===== src/rtl/amp_meter_pkg.sv =====
// amp_meter_pkg: gain index codes, mV scale factors, over-range default and FSM state type
package amp_meter_pkg;
  localparam logic [1:0] GAIN_3     = 2'd0;
  localparam logic [1:0] GAIN_6_5   = 2'd1;
  localparam logic [1:0] GAIN_13_5  = 2'd2;
  localparam logic [1:0] GAIN_29_25 = 2'd3;
  localparam int OVER_THRESH_DEF = 3941;
  typedef enum logic [1:0] {IDLE, ACQUIRE, CALC, OUTPUT} state_t;
  // 16-bit fractional code-to-mV factor: round(65536*2000/4095/gain)
  function automatic logic [15:0] k_of(input logic [1:0] g);
    return g == GAIN_3 ? 16'd10669 : g == GAIN_6_5 ? 16'd4924 : g == GAIN_13_5 ? 16'd2371 : 16'd1094;
  endfunction
endpackage


===== src/rtl/amplitude_meter_if.sv =====
// amplitude_meter_if: ADC stream and gain status in, measurement results out; dc_code exists only with AMP_METER_DC_EN
interface amplitude_meter_if;
  logic        adc_valid;
  logic [11:0] adc_data;
  logic [1:0]  gain_idx;
  logic        gain_stable;
  logic        meas_valid;
  logic [11:0] vpp_code;
  logic [11:0] vin_mv;
  logic [1:0]  meas_gain;
  logic        overrange;
`ifdef AMP_METER_DC_EN
  logic [11:0] dc_code;
  modport master (output adc_valid, adc_data, gain_idx, gain_stable,
                  input meas_valid, vpp_code, vin_mv, meas_gain, overrange, dc_code);
  modport slave (input adc_valid, adc_data, gain_idx, gain_stable,
                 output meas_valid, vpp_code, vin_mv, meas_gain, overrange, dc_code);
`else
  modport master (output adc_valid, adc_data, gain_idx, gain_stable,
                  input meas_valid, vpp_code, vin_mv, meas_gain, overrange);
  modport slave (input adc_valid, adc_data, gain_idx, gain_stable,
                 output meas_valid, vpp_code, vin_mv, meas_gain, overrange);
`endif
endinterface


===== src/rtl/amplitude_meter_gain_scale.sv =====
// gain_scale: registered ADC-code to input-referred mV conversion with round-half-up
module gain_scale
  import amp_meter_pkg::*;
(
  input  logic        clk,
  input  logic        rst_n,
  input  logic [11:0] code,
  input  logic [1:0]  gain,
  output logic [11:0] mv
);
  // 28-bit product plus half LSB of the 16-bit fraction, keep the integer mV part
  always_ff @(posedge clk or negedge rst_n)
    if (!rst_n) mv <= '0;
    else mv <= 12'(({16'd0, code} * {12'd0, k_of(gain)} + 28'd32768) >> 16);
endmodule


===== src/rtl/amplitude_meter.sv =====
// amplitude_meter: windowed peak-to-peak meter with averaging and mV conversion; AMP_METER_DC_EN adds dc_code
module amplitude_meter
  import amp_meter_pkg::*;
#(
  parameter int WINDOW_LOG2 = 9,
  parameter int AVG_LOG2    = 2,
  parameter int OVER_THRESH = OVER_THRESH_DEF
) (
  input logic               clk,
  input logic               rst_n,
  amplitude_meter_if.slave  bus
);
  localparam int AW = 12 + AVG_LOG2;
  localparam int WC = AVG_LOG2 + 1;
  localparam logic [WC-1:0] LAST_WIN = WC'((1 << AVG_LOG2) - 1);
  localparam logic [11:0] THR = 12'(OVER_THRESH);
  state_t                 state;
  logic [1:0]             gain_q;
  logic [11:0]            peak, valley, npk, nvl, mean, mv;
  logic [WINDOW_LOG2-1:0] sample_cnt;
  logic [WC-1:0]          win_cnt;
  logic [AW-1:0]          vpp_acc, acc_nxt;
  logic                   ovr_q, abort, win_end;
  assign npk     = bus.adc_data > peak ? bus.adc_data : peak;
  assign nvl     = bus.adc_data < valley ? bus.adc_data : valley;
  assign acc_nxt = vpp_acc + AW'(npk - nvl);
  assign mean    = 12'(vpp_acc >> AVG_LOG2);
  assign abort   = !bus.gain_stable || bus.gain_idx != gain_q;
  assign win_end = &sample_cnt;
  gain_scale u_scale (.clk(clk), .rst_n(rst_n), .code(mean), .gain(gain_q), .mv(mv));
  // measurement FSM: arm on stable gain, collect windows, scale, publish, re-arm
  always_ff @(posedge clk or negedge rst_n)
    if (!rst_n) begin
      state          <= IDLE;
      gain_q         <= '0;
      peak           <= '0;
      valley         <= 12'hFFF;
      sample_cnt     <= '0;
      win_cnt        <= '0;
      vpp_acc        <= '0;
      ovr_q          <= 1'b0;
      bus.meas_valid <= 1'b0;
      bus.vpp_code   <= '0;
      bus.vin_mv     <= '0;
      bus.meas_gain  <= '0;
      bus.overrange  <= 1'b0;
    end else begin
      bus.meas_valid <= 1'b0;
      case (state)
        IDLE: if (bus.gain_stable) begin
          gain_q     <= bus.gain_idx;
          peak       <= '0;
          valley     <= 12'hFFF;
          sample_cnt <= '0;
          win_cnt    <= '0;
          vpp_acc    <= '0;
          ovr_q      <= 1'b0;
          state      <= ACQUIRE;
        end
        ACQUIRE: if (abort) begin
          ovr_q <= 1'b0;
          state <= IDLE;
        end else if (bus.adc_valid) begin
          ovr_q      <= ovr_q | (bus.adc_data >= THR);
          sample_cnt <= sample_cnt + WINDOW_LOG2'(1);
          if (win_end) begin
            vpp_acc <= acc_nxt;
            win_cnt <= win_cnt + WC'(1);
            peak    <= '0;
            valley  <= 12'hFFF;
            if (win_cnt == LAST_WIN) state <= CALC;
          end else begin
            peak   <= npk;
            valley <= nvl;
          end
        end
        CALC: state <= OUTPUT;
        default: begin
          bus.meas_valid <= 1'b1;
          bus.vpp_code   <= mean;
          bus.vin_mv     <= mv;
          bus.meas_gain  <= gain_q;
          bus.overrange  <= ovr_q;
          peak           <= '0;
          valley         <= 12'hFFF;
          sample_cnt     <= '0;
          win_cnt        <= '0;
          vpp_acc        <= '0;
          ovr_q          <= 1'b0;
          state          <= abort ? IDLE : ACQUIRE;
        end
      endcase
    end
`ifdef AMP_METER_DC_EN
  localparam int DW = 12 + WINDOW_LOG2;
  logic [DW-1:0] dc_acc, dc_nxt;
  logic [11:0]   dc_last;
  assign dc_nxt = dc_acc + DW'(bus.adc_data);
  // per-window sample sum; the mean of the last completed window is published with the result
  always_ff @(posedge clk or negedge rst_n)
    if (!rst_n) begin
      dc_acc      <= '0;
      dc_last     <= '0;
      bus.dc_code <= '0;
    end else begin
      if (state == ACQUIRE && !abort && bus.adc_valid) begin
        dc_acc <= win_end ? '0 : dc_nxt;
        if (win_end) dc_last <= 12'(dc_nxt >> WINDOW_LOG2);
      end else if (state != ACQUIRE) dc_acc <= '0;
      if (state == OUTPUT) bus.dc_code <= dc_last;
    end
`endif
endmodule

===== src/flat_wrapper.sv =====
// flat-port wrapper written by rule: the top's interface ports become plain ports
module amplitude_meter_flat import amp_meter_pkg::*;
#(
  parameter int WINDOW_LOG2 = 9,
  parameter int AVG_LOG2    = 2,
  parameter int OVER_THRESH = OVER_THRESH_DEF
)
  (clk, rst_n, bus_adc_valid, bus_adc_data, bus_gain_idx, bus_gain_stable, bus_meas_valid, bus_vpp_code, bus_vin_mv, bus_meas_gain, bus_overrange);
  amplitude_meter_if bus_i ();
  input logic clk;
  input logic rst_n;
  input wire logic [$bits(bus_i.adc_valid)-1:0] bus_adc_valid;
  input wire logic [$bits(bus_i.adc_data)-1:0] bus_adc_data;
  input wire logic [$bits(bus_i.gain_idx)-1:0] bus_gain_idx;
  input wire logic [$bits(bus_i.gain_stable)-1:0] bus_gain_stable;
  output wire logic [$bits(bus_i.meas_valid)-1:0] bus_meas_valid;
  output wire logic [$bits(bus_i.vpp_code)-1:0] bus_vpp_code;
  output wire logic [$bits(bus_i.vin_mv)-1:0] bus_vin_mv;
  output wire logic [$bits(bus_i.meas_gain)-1:0] bus_meas_gain;
  output wire logic [$bits(bus_i.overrange)-1:0] bus_overrange;
  assign bus_i.adc_valid = bus_adc_valid;
  assign bus_i.adc_data = bus_adc_data;
  assign bus_i.gain_idx = bus_gain_idx;
  assign bus_i.gain_stable = bus_gain_stable;
  assign bus_meas_valid = bus_i.meas_valid;
  assign bus_vpp_code = bus_i.vpp_code;
  assign bus_vin_mv = bus_i.vin_mv;
  assign bus_meas_gain = bus_i.meas_gain;
  assign bus_overrange = bus_i.overrange;
  amplitude_meter #(.WINDOW_LOG2(WINDOW_LOG2), .AVG_LOG2(AVG_LOG2), .OVER_THRESH(OVER_THRESH)) u_core (.clk(clk), .rst_n(rst_n), .bus(bus_i));
endmodule

===== config.mk =====
export PLATFORM = sky130hd
export DESIGN_NAME = amplitude_meter_flat
export DESIGN_NICKNAME = d
export VERILOG_FILES = /design/src/rtl/amp_meter_pkg.sv /design/src/rtl/amplitude_meter_if.sv /design/src/rtl/amplitude_meter_gain_scale.sv /design/src/rtl/amplitude_meter.sv /design/src/flat_wrapper.sv
export SDC_FILE = /design/constraint.sdc
export NUM_CORES = 1
export LEC_CHECK = 0
export BUFFER_PORTS_ARGS = -buffer_cell sky130_fd_sc_hd__buf_2
export CAP_MARGIN = 30
export CORE_MARGIN = 2
export CORE_UTILIZATION = 50
export CTS_CLUSTER_SIZE = 25
export DETAILED_ROUTE_END_ITERATION = 8
export PLACE_DENSITY_LB_ADDON = 0.25
export SETUP_SLACK_MARGIN = 0.15
export SYNTH_ARGS = -nofsm -noshare
export SYNTH_HDL_FRONTEND = slang
export SYNTH_SLANG_ARGS = --single-unit

===== constraint.sdc =====
create_clock -name clk -period 11.04 [get_ports clk]
set_input_delay 3.312 -clock clk [delete_from_list [all_inputs] [get_ports clk]]
set_output_delay 3.312 -clock clk [all_outputs]
set_load 0.02 [all_outputs]

==> results of run 1 <==
-- logic make-up (layout without fill, tap and decap cells) --
| logic type | after synthesis | in the layout |
|---|---|---|
| compound gates | 150 | 150 |
| buf+inv | 255 | 295 |
| fa+ha+maj | 251 | 251 |
| flops | 93 | 93 |
| other cells | 1 | 1 |
| xor+xnor | 28 | 28 |
| simple gates | 233 | 233 |
| mux | 51 | 51 |
-- final timing paths --
| check | depth (start not counted) | slack (ns) | from | to |
|---|---|---|---|---|
| setup / recovery | 27 | 2.55 | bus_adc_data[5] | u_core.vpp_acc[13]$_DFFE_PN0P_ |
| hold / removal | 1 | 0.48 | u_core.u_scale.mv[4]$_DFF_PN0_ | u_core.bus.vin_mv[4]$_DFFE_PN0P_ |
| setup reg to reg | 21 | 4.33 | u_core.gain_q[0]$_DFFE_PN0P_ | u_core.u_scale.mv[10]$_DFF_PN0_ |
| hold reg to reg | 1 | 0.48 | u_core.u_scale.mv[4]$_DFF_PN0_ | u_core.bus.vin_mv[4]$_DFFE_PN0P_ |
| max in group asynchronous | 2 | 7.02 | rst_n | u_core.u_scale.mv[4]$_DFF_PN0_ |
| min in group asynchronous | 1 | 2.92 | rst_n | u_core.sample_cnt[6]$_DFFE_PN0P_ |
-- where the power goes --
group | internal, mW | switching [mW] | total (mW)
Sequential | 0.350 | 0.00630 | 0.356
Clock | 0.177 | 0.138 | 0.315
Combinational | 0.0802 | 0.121 | 0.201
Total | 0.607 | 0.265 | 0.872
-- cells in the mapped netlist, types with 2 or more instances --
master    instances  area share, %
nor3b_1           2           0.14
ha_1            129             16
nor2_1           59            2.1
mux2i_1          13            1.3
o21ai_1           2          0.096
o22ai_1           2           0.12
or2_2             6           0.36
o21ai_0          32            1.5
nand2_1          73            2.6
xor2_1           13            1.1
inv_1           230            8.3
o22a_2            6           0.58
and3_1            7           0.42
nor2b_1          23            1.4
dfstp_2          12            3.0
buf_2             5           0.24
o211ai_1          4           0.29
o221ai_1          2           0.17
a31oi_1           6           0.36
nand3_1          10           0.48
o21a_1            8           0.58
o21bai_1          2           0.14
mux2_2           38            4.1
dfrtp_1          81             20
a211o_1           3           0.25
or3_1             5           0.30
and2_1           12           0.72
a21boi_0          4           0.29
xnor2_1          15            1.3
clkbuf_1         17           0.61
nand2b_1         12           0.72
a21o_1           10           0.72
nand4_1           7           0.42
a21oi_1          30            1.4
fa_1            122             24
a22o_1           17            1.4
o22a_1            6           0.51
nor3_1           11           0.53
-- worst max-delay path, stage by stage --
cell,delay [ns]
buf_2,0.15
ha_1,0.32
a21o_1,0.16
a21o_1,0.18
a21oi_1,0.17
o21ai_2,0.11
a2111oi_4,0.42
o31a_4,0.35
mux2i_1,0.33
ha_1,0.28
nor2b_1,0.13
o21ai_0,0.18
a21oi_1,0.11
o21a_1,0.17
nor2_1,0.15
o21bai_1,0.10
a41o_1,0.27
nor2_1,0.12
xnor2_1,0.16
ha_1,0.28
or2_2,0.28
a21oi_1,0.15
a31oi_1,0.08
a21o_1,0.20
a21oi_1,0.17
xnor2_1,0.10
o311ai_0,0.30
-- metrics by stage --
step	hold slack, ns	utilization [%]	cells	power [mW]	instance area, um2
2_1_floorplan	0.450	-	1062	0.514	10400
3_3_place_gp	0.460	53.6	1356	0.561	10900
3_5_place_dp	0.469	53.6	1356	0.563	10900
4_1_cts	0.484	55.0	1372	0.880	11200
5_1_grt	0.490	55.0	1372	0.919	11200
6_report	0.481	55.0	1372	0.872	11200
-- final cells by class --
| type | instances | share of cell area (%) |
|---|---|---|
| inverter | 230 | 7.73 |
| clock buffer | 11 | 2.08 |
| sequential | 93 | 21.0 |
| multi-input combinational | 714 | 63.3 |
| clock inverter | 5 | 0.549 |
| timing repair buffer | 49 | 2.33 |
| tap | 270 | 3.03 |
-- state kept, by name (all words and copies together) (netlist names), 2 cells and up --
register	cells
u_core.win_cnt	3
u_core.peak	12
u_core.u_scale.mv	11
u_core.state	2
u_core.gain_q	2
u_core.vpp_acc	14
u_core.bus.vin_mv	11
u_core.bus.meas_gain	2
u_core.bus.vpp_code	12
u_core.valley	12
u_core.sample_cnt	9
-- metal layers --
| metal | vias up | global-route usage, % |
|---|---|---|
| met5 | - | 0 |
| met3 | 30 | 2.58 |
| li1 | 3504 | - |
| met4 | 0 | 6.19 |
| met2 | 127 | 35.0 |
| met1 | 3528 | 28.6 |
==> impl_metrics.csv, run 1 <==
group,metric,value,unit
route,wl,21800,um
synth,ys_ff_latch,93,
global_routing,antenna_found_initial,0,
route,vias_per_cell,5.24,
clocking,cts-buffers-inserted,9,
clocking,ctsResizeCount,0,
synth,synth_edf_count,0,
synth,synthSimpleGateAreaFrac,10.8,%
clocking,cts_root_buffer,"clkbuf_16",
clocking,clock_sinks,93,
placement,detailed_place_hpwl,18000,um
synth,synth_top_family_by_area,"adder cells",
setup_path,crit_type,"primary input to flip-flop",
synth,synthAdderAreaFrac,39.0,%
setup_path,cp_max_fo,13,
timing,fin_skew,0.0145,ns
final_layout,ff_latch_area,0.00234,mm2
floorplanning,ios,46,
synth,synth_compound_area_share,10.4,%
timing,hold_viol,0,
timing,rsz0062_at_grt,"no",
pwr,power.leakage,6.19,nW
timing,worst_pin_slew,0.980,ns
global_routing,grt_pass1_wl,36200,um
clocking,cts_hold_buf,0,
clocking,postCtsSetupBuffers,0,
route,drc,0,
timing,fin_crit,8.49,ns
hold_path,hp-class,"flip-flop to flip-flop",
synth,syn_inst,1062,
clocking,insertion_delay,0.35,ns
synth,synth_area_per_cell,9.78,um2
route,met3_wirelength,662,um
setup_path,critPathArrivalTime,8.73,ns
timing,period_share,76.9,%
floorplanning,die_h,148,um
route,top_layer,"met4",
route,wl_met2,10500,um
timing,setup_violations,0,
synth,synth_cell_types,64,
setup_path,cp_data_required_time,11.28,ns
timing,fmax,0.118,GHz
final_layout,final_common_cell,"inv_1",
final_layout,nets,1366,
synth,syn_area,0.0104,mm2
global_routing,grt_usage,20.9,%
pwr,ir_worst_vdd,0.0794,mV
synth,muxShareOfSynthArea,5.37,%
global_routing,gr-total-overflow,0,
pwr,p_per_area,78.1,mW/mm2
setup_path,cp-end-kind,"flip-flop",
global_routing,grt_pass1_vias,7279,
route,vias,7189,
final_layout,layout_common_cells,"inv_1 (230), ha_1 (129), fa_1 (122)",
placement,preCtsSetupSlack,2.20,ns
timing,relSlewSlack,34.4,%
placement,gp_congestion,0.886,
timing,report.final.slew_viol_count,0,
timing,fin_tns_setup,0,ns
synth,synthArstFlopShare,100,%
final_layout,num_antenna_cells,0,
final_layout,multi_input_area,0.00707,mm2
global_routing,grt_max_degree,56,
synth,yosys_warnings,0,
floorplanning,die_area,0.0219,mm2
route,dr.pass1.iters,5,
status,status,"finished clean",
route,ant_nets,0,
final_layout,area_growth,7.48,%
synth,ys_seq_area_share,22.5,%
clocking,clk_path_buf_depth,2,
clocking,h-tree-depth,3,
route,post_drt_wl_per_cell,15.9,um
route,wl_met1,10100,um
synth,synth_xor_area_share,2.36,%
clocking,cts_tree,"done",
floorplanning,die_w,148,um
synth,syn-num-nets,1331,
route,drtIter0Drc,344,
clocking,path_clk_slew,0.07,ns
floorplanning,initial_core_util,51.2,%
placement,io_buffers,44,
setup_path,crit_path_start_kind,"primary input",
timing,worst_slack,2.55,ns
floorplanning,rows,52,
job,cap_violations,0,
floorplanning,core-area,0.0203,mm2
final_layout,fill_cells,1883,
synth,synth_ff_type,"dfrtp_1",
final_layout,drive_above_1_share,12.3,%
Power figures use the tool's default switching activity.
==> run 2, diff against run 1 <==
clock period = 7.9 ns   (was 11.04 ns; I/O delays follow)
==> run 2 against run 1 <==
First-iteration DRC count up 17%. Sequential power up 42%. Register-to-register slack worse by 3.1 ns. Non-clock buffer count up 4. Wire length down 0.85%. Largest power group unchanged. Combinational power up 38%. Critical endpoint unchanged. Critical path depth unchanged. Critical path type unchanged.
==> impl_metrics.csv, run 2 (synthesis results as in run 1) <==
group,metric,value,unit
status,status,"finished clean",
route,drtIter0Drc,404,
hold_path,hold_depth,1,
clocking,cts_root_buffer,"clkbuf_16",
final_layout,num_antenna_cells,0,
route,ant_nets,0,
setup_path,startpoint,"bus_adc_data[5]",
pwr,power.leakage,6.21,nW
final_layout,multi_input_area,0.00706,mm2
setup_path,regToRegStartpoint,"u_core.gain_q[1]$_DFFE_PN0P_",
route,dr.pass1.iters,4,
route,vias_per_cell,5.20,
setup_path,timing.critical_path.buf_inv,1,
floorplanning,die_w,148,um
final_layout,ff_latch_area,0.00234,mm2
timing,relSlewSlack,37.9,%
pwr,p_per_area,111,mW/mm2
final_layout,top_register,"u_core.vpp_acc",
timing,period_share,93.6,%
floorplanning,initial_core_util,51.2,%
clocking,cts_hold_buf,0,
global_routing,grt_usage,20.8,%
placement,preCtsSetupSlack,0.183,ns
floorplanning,rows,52,
timing,fin_tns_setup,0,ns
floorplanning,ios,46,
floorplanning,die_h,148,um
timing,rsz0062_at_grt,"no",
clocking,cts_tree,"done",
setup_path,critPathMostFrequentCell,"a21oi_1",
route,vias,7162,
timing,hold_viol,0,
job,cap_violations,0,
placement,gp_congestion,0.905,
clocking,postCtsSetupBuffers,0,
clocking,ctsResizeCount,0,
timing,worst_slack,0.503,ns
hold_path,hp-class,"flip-flop to flip-flop",
global_routing,antenna_found_initial,0,
clocking,cts-buffers-inserted,9,
route,wl,21600,um
timing,fin_skew,0.0113,ns
setup_path,cp_max_fo,7,
final_layout,layout_common_cells,"inv_1 (230), ha_1 (129), fa_1 (122)",
global_routing,gr-total-overflow,0,
timing,setup_violations,0,
floorplanning,core-area,0.0203,mm2
final_layout,final_common_cell,"inv_1",
clocking,clock_sinks,93,
setup_path,critPathArrivalTime,7.63,ns
setup_path,rr_worst_depth,23,
final_layout,drive_above_1_share,12.6,%
clocking,path_clk_slew,0.07,ns
timing,fin_crit,7.40,ns
timing,fmax,0.135,GHz
global_routing,grt_pass1_vias,7267,
clocking,clk_path_buf_depth,2,
timing,report.final.slew_viol_count,0,
setup_path,r2r_end,"u_core.u_scale.mv[10]$_DFF_PN0_",
setup_path,cp_data_required_time,8.14,ns
route,post_drt_wl_per_cell,15.7,um
final_layout,fill_cells,1839,
pwr,ir_worst_vdd,0.144,mV
setup_path,critical_path.top_delay_family,"compound AO/OA/AOI/OAI gates",
setup_path,reg2reg_slack,1.20,ns
timing,worst_pin_slew,0.928,ns
route,drc,0,
final_layout,area_growth,7.83,%
final_layout,largest_register_ffs,14,
global_routing,grt_max_degree,55,
clocking,insertion_delay,0.36,ns
setup_path,critPathCapture,"u_core.vpp_acc[13]$_DFFE_PN0P_",
final_layout,nets,1370,
floorplanning,die_area,0.0219,mm2
clocking,h-tree-depth,3,
setup_path,cp_slowest_cell,"a2111oi_4",
placement,io_buffers,44,
setup_path,cpPeakStageDelay,0.40,ns
setup_path,crit_type,"primary input to flip-flop",
setup_path,crit_path_start_kind,"primary input",
placement,detailed_place_hpwl,18200,um
setup_path,cp-end-kind,"flip-flop",
setup_path,worstSetupPathDepth,27,
global_routing,grt_pass1_wl,36300,um
run 2: metal layers:
metal  vias up  global-route usage, %  part of all wire, %
met5         -                      0                    0
met4         0                   4.81                  1.6
met3        28                   3.04                  3.2
met2       105                   35.7                   49
met1      3533                   28.1                   46
li1       3496                      -                    -
run 2: worst min-delay path by stage:
stage	startpoint	to	slack [ns]
5_1_grt	u_core.u_scale.mv[7]$_DFF_PN0_	u_core.bus.vin_mv[7]$_DFFE_PN0P_	0.49
3_3_place_gp	u_core.bus.vpp_code[11]$_DFFE_PN0P_	u_core.bus.vpp_code[11]$_DFFE_PN0P_	0.46
4_1_cts	u_core.u_scale.mv[4]$_DFF_PN0_	u_core.bus.vin_mv[4]$_DFFE_PN0P_	0.48
2_1_floorplan	u_core.win_cnt[2]$_DFFE_PN0P_	u_core.win_cnt[2]$_DFFE_PN0P_	0.45
3_5_place_dp	u_core.u_scale.mv[4]$_DFF_PN0_	u_core.bus.vin_mv[4]$_DFFE_PN0P_	0.47
6_report	u_core.u_scale.mv[4]$_DFF_PN0_	u_core.bus.vin_mv[4]$_DFFE_PN0P_	0.48
run 2: cell type report:
cell class / count / area share [%]
clock buffer: 11 / 2.17
clock inverter: 5 / 0.581
inverter: 230 / 7.71
multi-input combinational: 714 / 63.0
sequential: 93 / 20.9
tap: 270 / 3.02
timing repair buffer: 53 / 2.59
run 2: through the flow:
stage | instance area [um2] | hold WS (ns) | util [%] | cells | power [mW]
after floorplan | 10400 | 0.450 | - | 1062 | 0.718
after global placement | 10900 | 0.461 | 53.7 | 1360 | 0.788
after detailed placement | 10900 | 0.466 | 53.7 | 1360 | 0.792
after CTS | 11200 | 0.482 | 55.2 | 1376 | 1.26
after global routing | 11200 | 0.494 | 55.2 | 1376 | 1.31
final | 11200 | 0.477 | 55.2 | 1376 | 1.24
run 2: power breakdown:
group / switching (mW) / total [mW] / internal [mW]
clock: 0.199 / 0.457 / 0.258
sequential: 0.0169 / 0.506 / 0.489
combinational: 0.163 / 0.277 / 0.114
==> run 3, diff against run 2 <==
BUFFER_PORTS_ARGS = -buffer_cell sky130_fd_sc_hd__clkbuf_2   (was -buffer_cell sky130_fd_sc_hd__buf_2)
==> run 3 against run 2 <==
Largest cell class unchanged. Combinational power hardly changed. Register-to-register slack got worse by 0.03 ns. Die area unchanged. Largest power group unchanged.
==> impl_metrics.csv, run 3 (synthesis results as in run 1) <==
group,metric,value,unit
route,dr.pass1.iters,5,
floorplanning,initial_core_util,51.2,%
timing,setup_violations,0,
setup_path,critPathMostFrequentCell,"a21oi_1",
final_layout,layout_common_cells,"inv_1 (230), ha_1 (129), fa_1 (122)",
floorplanning,die_area,0.0219,mm2
final_layout,fin_area,0.0112,mm2
timing,rsz0062_at_grt,"no",
clocking,h-tree-depth,3,
setup_path,crit_type,"primary input to flip-flop",
global_routing,grt_pass1_vias,7290,
timing,hold_viol,0,
clocking,clk_path_buf_depth,2,
timing,report.final.slew_viol_count,0,
clocking,cts_tree,"done",
route,vias,7204,
global_routing,grt_max_degree,58,
route,drc,0,
timing,period_share,93.2,%
hold_path,hold_path.startpoint,"u_core.u_scale.mv[7]$_DFF_PN0_",
placement,placedCellCount,1359,
pwr,power.leakage,6.18,nW
setup_path,cp_slowest_cell,"a2111oi_4",
route,ant_nets,0,
clocking,insertion_delay,0.35,ns
final_layout,final_common_cell,"inv_1",
setup_path,cp-end-kind,"flip-flop",
setup_path,crit_path_start_kind,"primary input",
final_layout,area_growth,7.86,%
global_routing,busiest_layer,"met2",
final_layout,drive_above_1_share,12.7,%
timing,fin_tns_setup,0,ns
floorplanning,die_w,148,um
setup_path,r2r_end,"u_core.u_scale.mv[10]$_DFF_PN0_",
final_layout,nets,1371,
global_routing,grt_pass1_wl,36600,um
clocking,clock_sinks,93,
hold_path,hold_depth,1,
final_layout,num_antenna_cells,0,
final_layout,finalNonFillerCells,1376,
pwr,p_total,1.23,mW
placement,preCtsSetupSlack,0.100,ns
setup_path,cpPeakStageDelay,0.41,ns
placement,place_area,0.0109,mm2
pwr,ir_worst_vdd,0.102,mV
clocking,cts-buffers-inserted,9,
timing,worst_slack,0.535,ns
floorplanning,core-area,0.0203,mm2
clocking,cts_root_buffer,"clkbuf_16",
global_routing,grt_use_met3,2.79,%
clocking,path_clk_slew,0.07,ns
timing,worst_pin_slew,0.919,ns
floorplanning,die_h,148,um
final_layout,top_register,"u_core.vpp_acc",
timing,fin_crit,7.36,ns
route,wl,22000,um
setup_path,cp_data_required_time,8.14,ns
timing,fin_skew,0.0119,ns
final_layout,largest_register_ffs,14,
global_routing,use_met2,35.5,%
setup_path,regToRegStartpoint,"u_core.gain_q[1]$_DFFE_PN0P_",
floorplanning,rows,52,
route,drtIter0Drc,321,
final_layout,utilization,55.2,%
global_routing,use_met1,29.2,%
final_layout,fill_cells,1858,
status,status,"finished clean",
global_routing,grt_usage,21.1,%
timing,holdWs,0.473,ns
placement,io_buffers,44,
setup_path,cp_max_fo,7,
setup_path,rr_worst_depth,20,
route,post_drt_wl_per_cell,16.0,um
hold_path,whs_endpoint,"u_core.bus.vin_mv[7]$_DFFE_PN0P_",
timing,fmax,0.136,GHz
hold_path,hp-class,"flip-flop to flip-flop",
setup_path,critPathArrivalTime,7.61,ns
global_routing,antenna_found_initial,0,
placement,detailed_place_hpwl,18400,um
job,cap_violations,0,
route,vias_per_cell,5.24,
placement,gp_congestion,0.909,
timing,relSlewSlack,38.8,%
global_routing,gr-total-overflow,0,
setup_path,reg2reg_slack,1.17,ns
pwr,p_per_area,109,mW/mm2
floorplanning,ios,46,
clocking,cts_hold_buf,0,
[run 3: cell types whose count changed in the layout (fill, tap and decap cells not counted), sizes merged]
cell | previous run | this run
buf | 53 | 11
clkbuf | 11 | 53
clkinvlp | 0 | 1
inv | 233 | 232
[run 3: area by class of cell]
cell class	count	area (um2)	share of cell area [%]
Tap cell	270	338	3.01
Timing Repair Buffer	54	302	2.69
Multi-Input combinational cell	714	7070	63.1
Clock buffer	10	229	2.04
Inverter	230	863	7.70
Clock inverter	5	60.1	0.536
Sequential cell	93	2340	20.9
[run 3: what timing repair did]
item,4_1_cts,5_1_grt
endpoints found under the hold margin,0,0
setup endpoints to repair,0,1
gates resized for setup,0,2
buffers inserted,0,2
[run 3: worst max-delay path by stage]
stage,slack [ns],end,startpoint
2_1_floorplan,0.61,u_core.vpp_acc[13]$_DFFE_PN0P_,bus_adc_data[5]
3_3_place_gp,0.21,u_core.vpp_acc[13]$_DFFE_PN0P_,bus_adc_data[5]
3_5_place_dp,0.10,u_core.vpp_acc[13]$_DFFE_PN0P_,bus_adc_data[5]
4_1_cts,0.44,u_core.vpp_acc[13]$_DFFE_PN0P_,bus_adc_data[5]
5_1_grt,0.17,u_core.vpp_acc[13]$_DFFE_PN0P_,bus_adc_data[5]
6_report,0.54,u_core.vpp_acc[13]$_DFFE_PN0P_,bus_adc_data[5]
[run 3: where the power goes]
group / internal [mW] / switching, mW
clock: 0.246 / 0.194
combinational: 0.116 / 0.163
sequential: 0.489 / 0.0185
total: 0.850 / 0.376
[run 3: worst max-delay path: cells and delay by family]
| family | cells | cell delay (ns) |
|---|---|---|
| muxes | 1 | 0.35 |
| buffers and inverters | 2 | 0.32 |
| xor gates and xnor gates | 2 | 0.35 |
| adders and majority gates | 3 | 0.83 |
| AOI/OAI and AO/OA | 16 | 2.81 |
| and+or+nand+nor | 5 | 0.60 |
[run 3: metal layers]
layer | vias up | part of all wire [%]
met5 | - | 0
met4 | 0 | 1.7
met3 | 21 | 3.4
met2 | 142 | 49
met1 | 3540 | 46
li1 | 3501 | -
